## src/rtl/vga_timing_pkg.sv

```systemverilog
// Shared definitions for the parametrised VGA timing generator:
// standard mode constant sets and the raster-total helper.
package vga_timing_pkg;

    // One complete raster mode: visible size, porches, sync widths, polarity.
    typedef struct packed {
        int unsigned h_active;
        int unsigned h_fp;
        int unsigned h_sync;
        int unsigned h_bp;
        int unsigned v_active;
        int unsigned v_fp;
        int unsigned v_sync;
        int unsigned v_bp;
        bit          h_sync_pol;
        bit          v_sync_pol;
    } vga_mode_t;

    // 640x480@60, 25.175 MHz nominal (run at 25 MHz), negative syncs.
    localparam vga_mode_t VGA_MODE_640X480_60 = '{
        h_active: 640, h_fp: 16, h_sync: 96,  h_bp: 48,
        v_active: 480, v_fp: 10, v_sync: 2,   v_bp: 33,
        h_sync_pol: 1'b0, v_sync_pol: 1'b0
    };

    // 800x600@60, 40 MHz pixel clock, positive syncs.
    localparam vga_mode_t VGA_MODE_800X600_60 = '{
        h_active: 800, h_fp: 40, h_sync: 128, h_bp: 88,
        v_active: 600, v_fp: 1,  v_sync: 4,   v_bp: 23,
        h_sync_pol: 1'b1, v_sync_pol: 1'b1
    };

    // Length of one axis in pixels (horizontal) or lines (vertical).
    function automatic int vga_total(input int active, input int fp,
                                     input int sync, input int bp);
        return active + fp + sync + bp;
    endfunction

endpackage

```

## src/rtl/vga_timing_gen_if.sv

```systemverilog
// Video timing bundle from the timing generator to the pixel pipeline.
// CNT_W must match the CNT_W of the generator that drives it.
interface vga_timing_gen_if #(
    parameter int CNT_W = 10
);
    logic             hsync;
    logic             vsync;
    logic             active_video;
    logic [CNT_W-1:0] x;
    logic [CNT_W-1:0] y;
    logic             line_start;
    logic             frame_start;

    modport master (
        output hsync, vsync, active_video, x, y, line_start, frame_start
    );

    modport slave (
        input  hsync, vsync, active_video, x, y, line_start, frame_start
    );
endinterface

```

## src/rtl/vga_axis_counter.sv

```systemverilog
// One raster axis: modulo-TOTAL counter with enable and wrap strobe, plus
// combinational decode of the visible and sync regions of the current count.
// Instantiated once per line (horizontal) and once per frame (vertical).
module vga_axis_counter
    import vga_timing_pkg::*;
#(
    parameter int ACTIVE = 640,
    parameter int FP     = 16,
    parameter int SYNC   = 96,
    parameter int BP     = 48,
    parameter int CNT_W  = 10
) (
    input  logic             clk_25MHz,
    input  logic             reset,
    input  logic             en,
    output logic [CNT_W-1:0] cnt,
    output logic             wrap,
    output logic             active,
    output logic             in_sync
);

    localparam int               TOTAL    = vga_total(ACTIVE, FP, SYNC, BP);
    localparam logic [CNT_W-1:0] LAST     = CNT_W'(TOTAL - 1);
    localparam logic [CNT_W-1:0] ACT_END  = CNT_W'(ACTIVE);
    localparam logic [CNT_W-1:0] SYNC_BEG = CNT_W'(ACTIVE + FP);
    localparam logic [CNT_W-1:0] SYNC_END = CNT_W'(ACTIVE + FP + SYNC);

    // Advance on enable, returning to the first visible position after LAST.
    always_ff @(posedge clk_25MHz) begin
        // NOTE: non-blocking assignments make every register sample pre-edge values.
        if (reset) begin
            cnt <= '0;
        end else if (en) begin
            cnt <= (cnt == LAST) ? '0 : cnt + CNT_W'(1);
        end
    end

    assign wrap    = en && (cnt == LAST);
    assign active  = (cnt < ACT_END);
    assign in_sync = (cnt >= SYNC_BEG) && (cnt < SYNC_END);

endmodule

```

## src/rtl/vga_timing_gen.sv

```systemverilog
// Parametrised VGA raster timing generator. hsync, vsync, active_video,
// x/y and the line/frame strobes all come from one register stage fed by the
// same counter value, so they stay cycle-aligned with one cycle of latency.
// Optional build macro VGA_TIMING_PIXEL_CE_EN adds a pix_ce port; when it is
// absent the generator advances on every clock edge.
module vga_timing_gen
    import vga_timing_pkg::*;
#(
    parameter int H_ACTIVE   = VGA_MODE_640X480_60.h_active,
    parameter int H_FP       = VGA_MODE_640X480_60.h_fp,
    parameter int H_SYNC     = VGA_MODE_640X480_60.h_sync,
    parameter int H_BP       = VGA_MODE_640X480_60.h_bp,
    parameter int V_ACTIVE   = VGA_MODE_640X480_60.v_active,
    parameter int V_FP       = VGA_MODE_640X480_60.v_fp,
    parameter int V_SYNC     = VGA_MODE_640X480_60.v_sync,
    parameter int V_BP       = VGA_MODE_640X480_60.v_bp,
    parameter bit H_SYNC_POL = VGA_MODE_640X480_60.h_sync_pol,
    parameter bit V_SYNC_POL = VGA_MODE_640X480_60.v_sync_pol,
    parameter int CNT_W      = 10
) (
    input  logic             clk_25MHz,
    input  logic             reset,
`ifdef VGA_TIMING_PIXEL_CE_EN
    input  logic             pix_ce,
`endif
    vga_timing_gen_if.master vga
);

    localparam int H_TOTAL = vga_total(H_ACTIVE, H_FP, H_SYNC, H_BP);
    localparam int V_TOTAL = vga_total(V_ACTIVE, V_FP, V_SYNC, V_BP);

    // Reject modes the counters cannot represent or that lack a blanking phase.
    if (longint'(H_TOTAL) > (longint'(1) << CNT_W)) begin : g_bad_h_total
        $error("vga_timing_gen: H_TOTAL-1 does not fit in CNT_W bits");
    end
    if (longint'(V_TOTAL) > (longint'(1) << CNT_W)) begin : g_bad_v_total
        $error("vga_timing_gen: V_TOTAL-1 does not fit in CNT_W bits");
    end
    if (H_FP == 0 || H_SYNC == 0 || H_BP == 0 ||
        V_FP == 0 || V_SYNC == 0 || V_BP == 0) begin : g_bad_porch
        $error("vga_timing_gen: porch and sync widths must be non-zero");
    end

    logic ce;
`ifdef VGA_TIMING_PIXEL_CE_EN
    assign ce = pix_ce;
`else
    assign ce = 1'b1;
`endif

    logic [CNT_W-1:0] h_cnt;
    logic [CNT_W-1:0] v_cnt;
    logic             h_wrap;
    logic             v_wrap;
    logic             h_active;
    logic             v_active;
    logic             h_in_sync;
    logic             v_in_sync;

    vga_axis_counter #(
        .ACTIVE (H_ACTIVE),
        .FP     (H_FP),
        .SYNC   (H_SYNC),
        .BP     (H_BP),
        .CNT_W  (CNT_W)
    ) u_h_cnt (
        .clk_25MHz (clk_25MHz),
        .reset     (reset),
        .en        (ce),
        .cnt       (h_cnt),
        .wrap      (h_wrap),
        .active    (h_active),
        .in_sync   (h_in_sync)
    );

    // The vertical axis steps once per completed line.
    vga_axis_counter #(
        .ACTIVE (V_ACTIVE),
        .FP     (V_FP),
        .SYNC   (V_SYNC),
        .BP     (V_BP),
        .CNT_W  (CNT_W)
    ) u_v_cnt (
        .clk_25MHz (clk_25MHz),
        .reset     (reset),
        .en        (h_wrap),
        .cnt       (v_cnt),
        .wrap      (v_wrap),
        .active    (v_active),
        .in_sync   (v_in_sync)
    );

    // A frame can only end on the last pixel of the last line.
    always_ff @(posedge clk_25MHz) begin
        if (!reset && v_wrap) begin
            assert (h_wrap && h_cnt == CNT_W'(H_TOTAL - 1));
        end
    end

    // Register every output from the same (h_cnt, v_cnt) snapshot.
    always_ff @(posedge clk_25MHz) begin
        if (reset) begin
            vga.hsync        <= ~H_SYNC_POL;
            vga.vsync        <= ~V_SYNC_POL;
            vga.active_video <= 1'b0;
            vga.x            <= '0;
            vga.y            <= '0;
            vga.line_start   <= 1'b0;
            vga.frame_start  <= 1'b0;
        end else if (ce) begin
            vga.hsync        <= h_in_sync ? H_SYNC_POL : ~H_SYNC_POL;
            vga.vsync        <= v_in_sync ? V_SYNC_POL : ~V_SYNC_POL;
            vga.active_video <= h_active && v_active;
            vga.x            <= h_active ? h_cnt : '0;
            vga.y            <= v_active ? v_cnt : '0;
            vga.line_start   <= (h_cnt == '0);
            vga.frame_start  <= (h_cnt == '0) && (v_cnt == '0);
        end
    end

endmodule

```

## src/flat_wrapper.sv

```systemverilog
// flat-port wrapper written by rule: the top's interface ports become plain ports
module vga_timing_gen_flat import vga_timing_pkg::*;
#(
    parameter int H_ACTIVE   = VGA_MODE_640X480_60.h_active,
    parameter int H_FP       = VGA_MODE_640X480_60.h_fp,
    parameter int H_SYNC     = VGA_MODE_640X480_60.h_sync,
    parameter int H_BP       = VGA_MODE_640X480_60.h_bp,
    parameter int V_ACTIVE   = VGA_MODE_640X480_60.v_active,
    parameter int V_FP       = VGA_MODE_640X480_60.v_fp,
    parameter int V_SYNC     = VGA_MODE_640X480_60.v_sync,
    parameter int V_BP       = VGA_MODE_640X480_60.v_bp,
    parameter bit H_SYNC_POL = VGA_MODE_640X480_60.h_sync_pol,
    parameter bit V_SYNC_POL = VGA_MODE_640X480_60.v_sync_pol,
    parameter int CNT_W      = 10
)
  (clk_25MHz, reset, vga_hsync, vga_vsync, vga_active_video, vga_x, vga_y, vga_line_start, vga_frame_start);
  vga_timing_gen_if #(.CNT_W(CNT_W)) vga_i ();
  input  logic clk_25MHz;
  input  logic reset;
  output wire logic [$bits(vga_i.hsync)-1:0] vga_hsync;
  output wire logic [$bits(vga_i.vsync)-1:0] vga_vsync;
  output wire logic [$bits(vga_i.active_video)-1:0] vga_active_video;
  output wire logic [$bits(vga_i.x)-1:0] vga_x;
  output wire logic [$bits(vga_i.y)-1:0] vga_y;
  output wire logic [$bits(vga_i.line_start)-1:0] vga_line_start;
  output wire logic [$bits(vga_i.frame_start)-1:0] vga_frame_start;
  assign vga_hsync = vga_i.hsync;
  assign vga_vsync = vga_i.vsync;
  assign vga_active_video = vga_i.active_video;
  assign vga_x = vga_i.x;
  assign vga_y = vga_i.y;
  assign vga_line_start = vga_i.line_start;
  assign vga_frame_start = vga_i.frame_start;
  vga_timing_gen #(.H_ACTIVE(H_ACTIVE), .H_FP(H_FP), .H_SYNC(H_SYNC), .H_BP(H_BP), .V_ACTIVE(V_ACTIVE), .V_FP(V_FP), .V_SYNC(V_SYNC), .V_BP(V_BP), .H_SYNC_POL(H_SYNC_POL), .V_SYNC_POL(V_SYNC_POL), .CNT_W(CNT_W)) u_core (.clk_25MHz(clk_25MHz), .reset(reset), .vga(vga_i));
endmodule
```

## config.mk

```make
export PLATFORM = sky130hd
export DESIGN_NAME = vga_timing_gen_flat
export DESIGN_NICKNAME = d
export VERILOG_FILES = /design/src/rtl/vga_timing_pkg.sv /design/src/rtl/vga_timing_gen_if.sv /design/src/rtl/vga_axis_counter.sv /design/src/rtl/vga_timing_gen.sv /design/src/flat_wrapper.sv
export SDC_FILE = /design/constraint.sdc
export NUM_CORES = 1
export LEC_CHECK = 0
export BUFFER_PORTS_ARGS = -buffer_cell sky130_fd_sc_hd__clkbuf_2
export CELL_PAD_IN_SITES_DETAIL_PLACEMENT = 0
export CELL_PAD_IN_SITES_GLOBAL_PLACEMENT = 1
export CORE_AREA = 5 5 77 79
export DETAILED_ROUTE_END_ITERATION = 16
export DIE_AREA = 0 0 82 84
export GPL_TIMING_DRIVEN = 1
export PLACE_DENSITY_LB_ADDON = 0.1
export SLEW_MARGIN = 20
export SYNTH_ARGS = -nofsm -noshare
export SYNTH_HDL_FRONTEND = slang
export SYNTH_SLANG_ARGS = --single-unit
```

## constraint.sdc

```tcl
create_clock -name clk_25MHz -period 4.4 [get_ports clk_25MHz]
set_input_delay 0.22 -clock clk_25MHz [delete_from_list [all_inputs] [get_ports clk_25MHz]]
set_output_delay 0.22 -clock clk_25MHz [all_outputs]
set_load 0.05 [all_outputs]
```

Word level (Yosys, flattened, before mapping)
Index checks and enable logic that the tools add are counted.
{ "word_totals": {"in_bits": 2, "wordCells": 33, "regBits": 45} }
{ "op_classes": {"addsub": 2, "eq_ne": 2, "muxes": 3, "order_cmp": 6, "n_reduce_logical": 9, "n_bitwise": 2} }
{ "ops": {"columns": ["op", "n"], "rows": [
  ["$add 10x1->10 const B", 2],
  ["$eq 10x10->1 const B", 2],
  ["$logic_not 10->1", 2],
  ["$lt 10x10->1 const B", 2],
  ["$lt 10x9->1 const B", 2],
  ["$ge 10x10->1 const B", 1],
  ["$ge 10x9->1 const B", 1],
  ["$mux 10", 1],
  ["$reduce_or 2->1", 3],
  ["$logic_and 1x1->1", 4],
  ["$mux 1", 2],
  ["$not 1->1", 2]
]} }

Logic depth before layout (Yosys ltp)
Gate-level depths: netlist of the first run.
{ "depth": {"depth_word": 3, "depth_mapped": 6, "ltp_nobuf": 6} }

Hierarchy
From an unflattened synthesis of the first run, not the netlist that was laid out.
{ "hier_totals": {"hier_cells": 180, "area_unflattened_um2": 1791.7} }
{ "modules_own_cells": {"columns": ["module", "instances", "area_per_inst_um2", "seq_area_each_um2", "cells_each"], "rows": [
  ["vga_timing_gen", 1, 723.2, 500.5, 60],
  ["vga_axis_counter (u_core.u_h_cnt)", 1, 541.8, 200.2, 61],
  ["vga_axis_counter (u_core.u_v_cnt)", 1, 526.8, 200.2, 59]
]} }

Worst setup path after synthesis of the first run
OpenSTA, ideal clock, no wires.
{ "synth_timing": {"path_kind": "register -> register", "start": "register u_core.u_h_cnt.cnt[0]", "end": "register u_core.u_v_cnt.cnt[8]", "path_stages_with_launch": 7, "synth_period_minus_slack_ps": 1948, "arrival_ps": 1877, "path_slack_ps": 2452, "setup_ps": 71, "path_buffers": 1, "cell_sequence": "dfxtp_1 > ha_1 > nand3_4 > or4_1 > buf_2 > or4_1 > a21oi_1"} }
{ "synth_between": {"elab_chain_len": 1} }
{ "synth_lines": {"columns": ["item", "line_no", "rtl"], "rows": [
  ["start: declaration", "vga_axis_counter.sv:16", "output logic [CNT_W-1:0] cnt,"],
  ["start signal: assignment", "vga_axis_counter.sv:34", "cnt <= (cnt == LAST) ? '0 : cnt + CNT_W'(1);"],
  ["$eq 10x10->1", "vga_axis_counter.sv:38", "assign wrap = en && (cnt == LAST);"],
  ["end signal: assignment", "vga_axis_counter.sv:34", null],
  ["end: declaration", "vga_axis_counter.sv:16", null]
]} }
No other way between the ends.
A chain may end at the register's enable or synchronous reset.

Final worst setup path of the first run
{ "layout_timing": {"start": "register u_core.u_h_cnt.cnt[0]", "end": "register u_core.u_v_cnt.cnt[6]"} }
Same word-level chain as after synthesis.

==> results of run 1 <==
worst max-delay path by stage:
stage	end	cells past startpoint	slack, ns
3_5_place_dp	u_core.u_v_cnt.cnt[6]$_SDFFE_PP0N_	5	2.32
5_1_grt	u_core.u_v_cnt.cnt[6]$_SDFFE_PP0N_	5	2.14
3_3_place_gp	u_core.u_v_cnt.cnt[8]$_SDFFE_PP0N_	5	2.37
2_1_floorplan	u_core.u_v_cnt.cnt[8]$_SDFFE_PP0N_	6	2.45
4_1_cts	u_core.u_v_cnt.cnt[8]$_SDFFE_PP0N_	5	2.30
6_report	u_core.u_v_cnt.cnt[6]$_SDFFE_PP0N_	5	2.30
routing by layer:
metal	vias up	track usage [%]	wire, um	part of all wire (%)
li1	656	-	-	-
met1	583	12.60	1573	44
met2	22	18.44	1785	50
met3	9	3.564	129	3.6
met4	0	4.834	90	2.5
met5	-	0	0	0
through the flow:
| step | hold WS [ns] | std cells | instance area (um^2) |
|---|---|---|---|
| floorplan | 0.4127 | 177 | 1727 |
| global placement | 0.4642 | 268 | 1896 |
| detailed placement | 0.4767 | 268 | 1896 |
| CTS | 0.3901 | 275 | 1982 |
| global route | 0.4180 | 275 | 1982 |
| finish | 0.3780 | 275 | 1982 |
where the power goes:
group          internal, uW  leakage (uW)  switching (uW)  total [uW]
sequential              414      0.000365            4.85         418
combinational          8.84      0.000355            27.8        36.6
clock                   125     0.0000443             124         248
total                   547      0.000764             156         703
cells in the final DEF (no fill, tap or decap), types with 2 or more instances in the layout:
cell type,netlist,final
nand2_1,4,4
xnor2_1,8,8
or3_1,3,3
nor3_1,8,8
and2_1,13,13
o31ai_1,3,3
nand3_1,8,8
clkbuf_8,0,6
xor2_1,3,3
a21oi_1,6,6
dfxtp_1,45,45
or4_1,4,4
inv_1,11,11
nor4_1,9,9
ha_1,4,4
nor2_1,18,18
nand4_1,3,3
and4_1,2,2
clkbuf_2,1,26
layout make-up:
cell class	instances	area [um^2]	area share [%]
Multi-Input combinational cell	114	733.2	36.99
Tap cell	72	90.09	4.545
Timing Repair Buffer	26	130.1	6.566
Sequential cell	45	900.9	45.45
Clock buffer	7	86.33	4.356
Inverter	11	41.29	2.083
cell families after synthesis:
| family | after synthesis |
|---|---|
| flops | 45 |
| fa+ha+maj | 4 |
| simple gates | 84 |
| compound gates | 13 |
| other cells | 1 |
| mux | 1 |
| xor+xnor | 11 |
| buf+inv | 18 |
state kept, by name, summed over array words and instances (netlist names):
| name | cells |
|---|---|
| u_core.vga.y | 10 |
| u_core.vga.line_start | 1 |
| u_core.u_v_cnt.cnt | 10 |
| u_core.vga.frame_start | 1 |
| u_core.vga.active_video | 1 |
| u_core.vga.x | 10 |
| u_core.vga.hsync | 1 |
| u_core.vga.vsync | 1 |
| u_core.u_h_cnt.cnt | 10 |
==> flow_summary.yaml, run 1 <==
outcome:
  outcome: "finished clean"
route:
  routed_wl_um: 3579
  vias: 1270
  drt_iter0_markers: 49
  ant_nets: 0
  drc: 0
  via_per_inst: 4.618
  dr.pass1.iters: 4
  wire_per_inst_um: 13.01
timing:
  finalHoldViolCount: 0
  fin_setup_tns_ns: 0
  timing.final.crit_share_pct: 47.71
  fin_worst_skew_ns: 0.003686
  setup_viol: 0
  fmaxAchievable_ghz: 0.4764
  grt_setup_unrepaired: "false"
  final_max_slew_viol_count: 0
  worst-slew-pin-transition_ns: 0.6800
  maxSlewHeadroom_pct: 54.25
  setup_ws_ns: 2.301
  layout_min_cycle_time_ns: 2.099
floorplan:
  dieHeight_um: 84
  die_area_mm2: 0.006888
  rows: 27
  initial_core_util_pct: 32.76
  io_pins: 27
  core_mm2: 0.005270
  fp.dieW_um: 82
logic_synthesis:
  synthXorXnorAreaFrac_pct: 5.580
  yosys_warnings: 0
  synth_ff_type: "dfxtp_1"
  synth_common_cells: "dfxtp_1, nor2_1, and2_1"
  syn_area_mm2: 0.001727
  async_reset_ff_share_pct: 0
  synthSimpleGateAreaFrac_pct: 28.48
  synthAdderAreaFrac_pct: 2.899
  synth_most_common_cell: "dfxtp_1"
  muxShareOfSynthArea_pct: 0.5797
  syn-num-nets: 183
  synth_top_family_by_area: "simple AND/OR/NAND/NOR gates"
  synth_edf_count: 0
  yosysTopAreaCell: "dfxtp_1"
  synth_area_per_cell_um2: 9.755
  synth_compound_area_share_pct: 4.710
  synth.distinct_cells: 40
  synth_cells: 177
  synth_top_area_share_pct: 52.17
  synth.area.top_cells: "dfxtp_1, and2_1, xnor2_1"
  yosysSeqAreaShare_pct: 52.17
  yosys_register_bits: 45
layout:
  fin_util_pct: 37.61
  n_antenna_cell: 0
  layout-drive-gt1-share_pct: 18.23
  fillers: 589
  area_growth_pct: 14.78
  finalNetCount: 209
critical_path:
  path_buf_inv: 0
  arrival_ns: 2.32
  end_kind: "register"
  r2r_setup_slack_ns: 2.30
  path_cells: "ha_1 > nand3_4 > or4_1 > or4_1 > a21oi_1"
  critPathKind: "reg2reg"
  critical-path-top-delay-family: "simple AND/OR/NAND/NOR gates"
  reg2reg_from: "u_core.u_h_cnt.cnt[0]$_SDFF_PP0_"
  worst_path_most_repeated_cell: "or4_1"
  cp.required_ns: 4.62
  cp_max_fo: 7
  rr_endpoint: "u_core.u_v_cnt.cnt[6]$_SDFFE_PP0N_"
  slowest_stage: "or4_1"
  r2r_cells: 5
  critPathMaxStageDelay_ns: 0.64
  worstSetupStartpointType: "register"
  cp-startpoint: "u_core.u_h_cnt.cnt[0]$_SDFF_PP0_"
clocking:
  clk_pin_slew_worst_paths_ns: 0.08
  cts_resized: 0
  cts_buffers: 5
  worst_skew_pair.late_latency_ns: 0.28
  clk_path_buf_depth: 2
  cts_sinks: 45
  tritoncts: "yes"
  cts-root-buf: "clkbuf_8"
  cts.htree.levels: 2
  cts_hold_buf: 0
  post_cts_buffers: 0
global_routing:
  grt_pass1_wl_um: 5878
  grt_pass1_vias: 1227
  grt_max_degree: 19
  grt_antenna_before_repair: 0
  grt.total_usage_pct: 11.06
  gr-total-overflow: 0
worst_hold_path:
  hold_path_class: "in2reg"
  holdCritStartpoint: "reset"
  hold-path-endpoint: "u_core.u_v_cnt.cnt[6]$_SDFFE_PP0N_"
  min_path_cells: 2
placement:
  hpwl_um: 2629
  pre_cts_ws_ns: 2.325
  place_congestion: 0.7926
  port_buffers: 26
flow_run:
  maxCapViolations: 0
power_and_ir_drop:
  irDropWorstVdd_mv: 0.1361
  finalPower_uw: 703.2
  p_per_area_mw_per_mm2: 354.8
  p_leak_uw: 0.0007640
Power figures use the tool's default switching activity.
==> run 2: changes to the inputs <==
==> constraint.sdc (replaced) <==
create_clock -name clk_25MHz -period 2 [get_ports clk_25MHz]
set_input_delay 0.1 -clock clk_25MHz [delete_from_list [all_inputs] [get_ports clk_25MHz]]
set_output_delay 0.1 -clock clk_25MHz [all_outputs]
set_load 0.05 [all_outputs]
==> run 2 against run 1 <==
  * Sequential cell count unchanged
  * First-iteration DRC count rose by 27%
  * Via count rose by 8.7%
  * Setup slack worse by 2.2 ns
  * Fmax up 13%
  * Sequential share of layout area shrank 3.1 points
  * Count of clock-buffer cells in the layout did not move
  * Global-route usage increased by 1.2 points
  * Clock skew up 0.0045 ns
==> flow_summary.yaml, run 2 (same netlist as run 1, synthesis figures left out) <==
outcome:
  outcome: "finished clean"
floorplan:
  die_area_mm2: 0.006888
  dieHeight_um: 84
  fp.dieW_um: 82
  rows: 27
  initial_core_util_pct: 32.76
  core_mm2: 0.005270
  io_pins: 27
clocking:
  clk_path_buf_depth: 2
  cts_sinks: 45
  cts_hold_buf: 0
  cts_resized: 0
  tritoncts: "yes"
  cts_buffers: 5
  cts-root-buf: "clkbuf_8"
  worst_skew_pair.late_latency_ns: 0.29
  cts.htree.levels: 2
  post_cts_buffers: 0
  clk_pin_slew_worst_paths_ns: 0.08
critical_path:
  cp_max_fo: 7
  slowest_stage: "or4_4"
  critical-path-top-delay-family: "simple AND/OR/NAND/NOR gates"
  end_kind: "register"
  arrival_ns: 2.08
  path_buf_inv: 0
  critPathKind: "reg2reg"
  worstSetupStartpointType: "register"
  path_cells: "ha_1 > nand3_4 > or4_4 > or4_1 > a21oi_1"
  critPathMaxStageDelay_ns: 0.57
  cp.required_ns: 2.23
route:
  via_per_inst: 4.713
  ant_nets: 0
  drc: 0
  routed_wl_um: 3856
  drt_iter0_markers: 62
  dr.pass1.iters: 4
  top_layer: "met4"
  wire_per_inst_um: 13.16
  wl_met1_um: 1638
  vias: 1381
  wl_met3_um: 153
  met2_length_um: 1983
layout:
  n_antenna_cell: 0
  final_common_cell: "dfxtp_1"
  fillers: 563
  layout_common_cells: "dfxtp_1, clkbuf_2, nor2_1"
  final_cell_area_mm2: 0.002128
  instances_no_fill: 293
  regArea_um2: 900.9
  layout-drive-gt1-share_pct: 25.79
  area_growth_pct: 23.26
  fin_util_pct: 40.38
  multi_input_area_um2: 737.0
  finalNetCount: 226
placement:
  placed_cells: 285
  place_area_mm2: 0.002023
  place_congestion: 0.8053
  hpwl_um: 2900
  port_buffers: 26
global_routing:
  grt_pass1_vias: 1388
  grt_max_degree: 19
  grt_pass1_wl_um: 6513
  grt.total_usage_pct: 12.22
  gr-total-overflow: 0
  grt_antenna_before_repair: 0
timing:
  layout_min_cycle_time_ns: 1.853
  finalHoldViolCount: 0
  fin_setup_tns_ns: 0
  fmaxAchievable_ghz: 0.5397
  grt_setup_unrepaired: "false"
  fin_worst_skew_ns: 0.008182
  setup_viol: 0
  final_max_slew_viol_count: 0
  timing.final.crit_share_pct: 92.65
  whs_ns: 0.2627
power_and_ir_drop:
  irDropWorstVdd_mv: 0.3598
  p_leak_uw: 0.0008649
  p_per_area_mw_per_mm2: 760.5
flow_run:
  maxCapViolations: 0
worst_hold_path:
  hold_path_class: "in2reg"
run 2: cell types whose count changed in the layout (fill, tap and decap cells not counted), sizes merged:
cell | before | now
clkinv | 0 | 1
buf | 0 | 17
run 2: path summary, 6_finish.rpt:
path         slack, ns                            endpoint                             start  depth (start not counted)
min reg2reg       0.54    u_core.u_h_cnt.cnt[0]$_SDFF_PP0_  u_core.u_h_cnt.cnt[0]$_SDFF_PP0_                          2
min               0.26  u_core.u_v_cnt.cnt[6]$_SDFFE_PP0N_                             reset                          2
max               0.15  u_core.u_v_cnt.cnt[8]$_SDFFE_PP0N_  u_core.u_h_cnt.cnt[0]$_SDFF_PP0_                          5
max reg2reg       0.15  u_core.u_v_cnt.cnt[8]$_SDFFE_PP0N_  u_core.u_h_cnt.cnt[0]$_SDFF_PP0_                          5
run 2: per-stage QoR:
stage               power (uW)  setup WS, ns
floorplan                 1005       0.05201
global placement          1036        0.1158
detailed placement        1037       0.05569
CTS                       1648       0.03572
global route              1692       0.02638
finish                    1619        0.1470
run 2: metal layers:
layer  track usage [%]  vias up
li1                  -      687
met1             13.16      660
met2             21.23       27
met3             3.672        7
met4             5.740        0
met5                 0        -
run 2: area by class of cell:
class | instances | area share (%)
sequential | 45 | 42.33
tap | 72 | 4.233
timing repair buffer | 43 | 12.11
multi-input combinational | 114 | 34.63
clock inverter | 1 | 0.2352
inverter | 11 | 1.940
clock buffer | 7 | 4.527
run 2: power breakdown:
group	internal (uW)	switching (uW)	total, uW
logic	29.0	69.6	98.6
clock network	312	292	604
registers	910	5.79	916
total	1250	368	1620
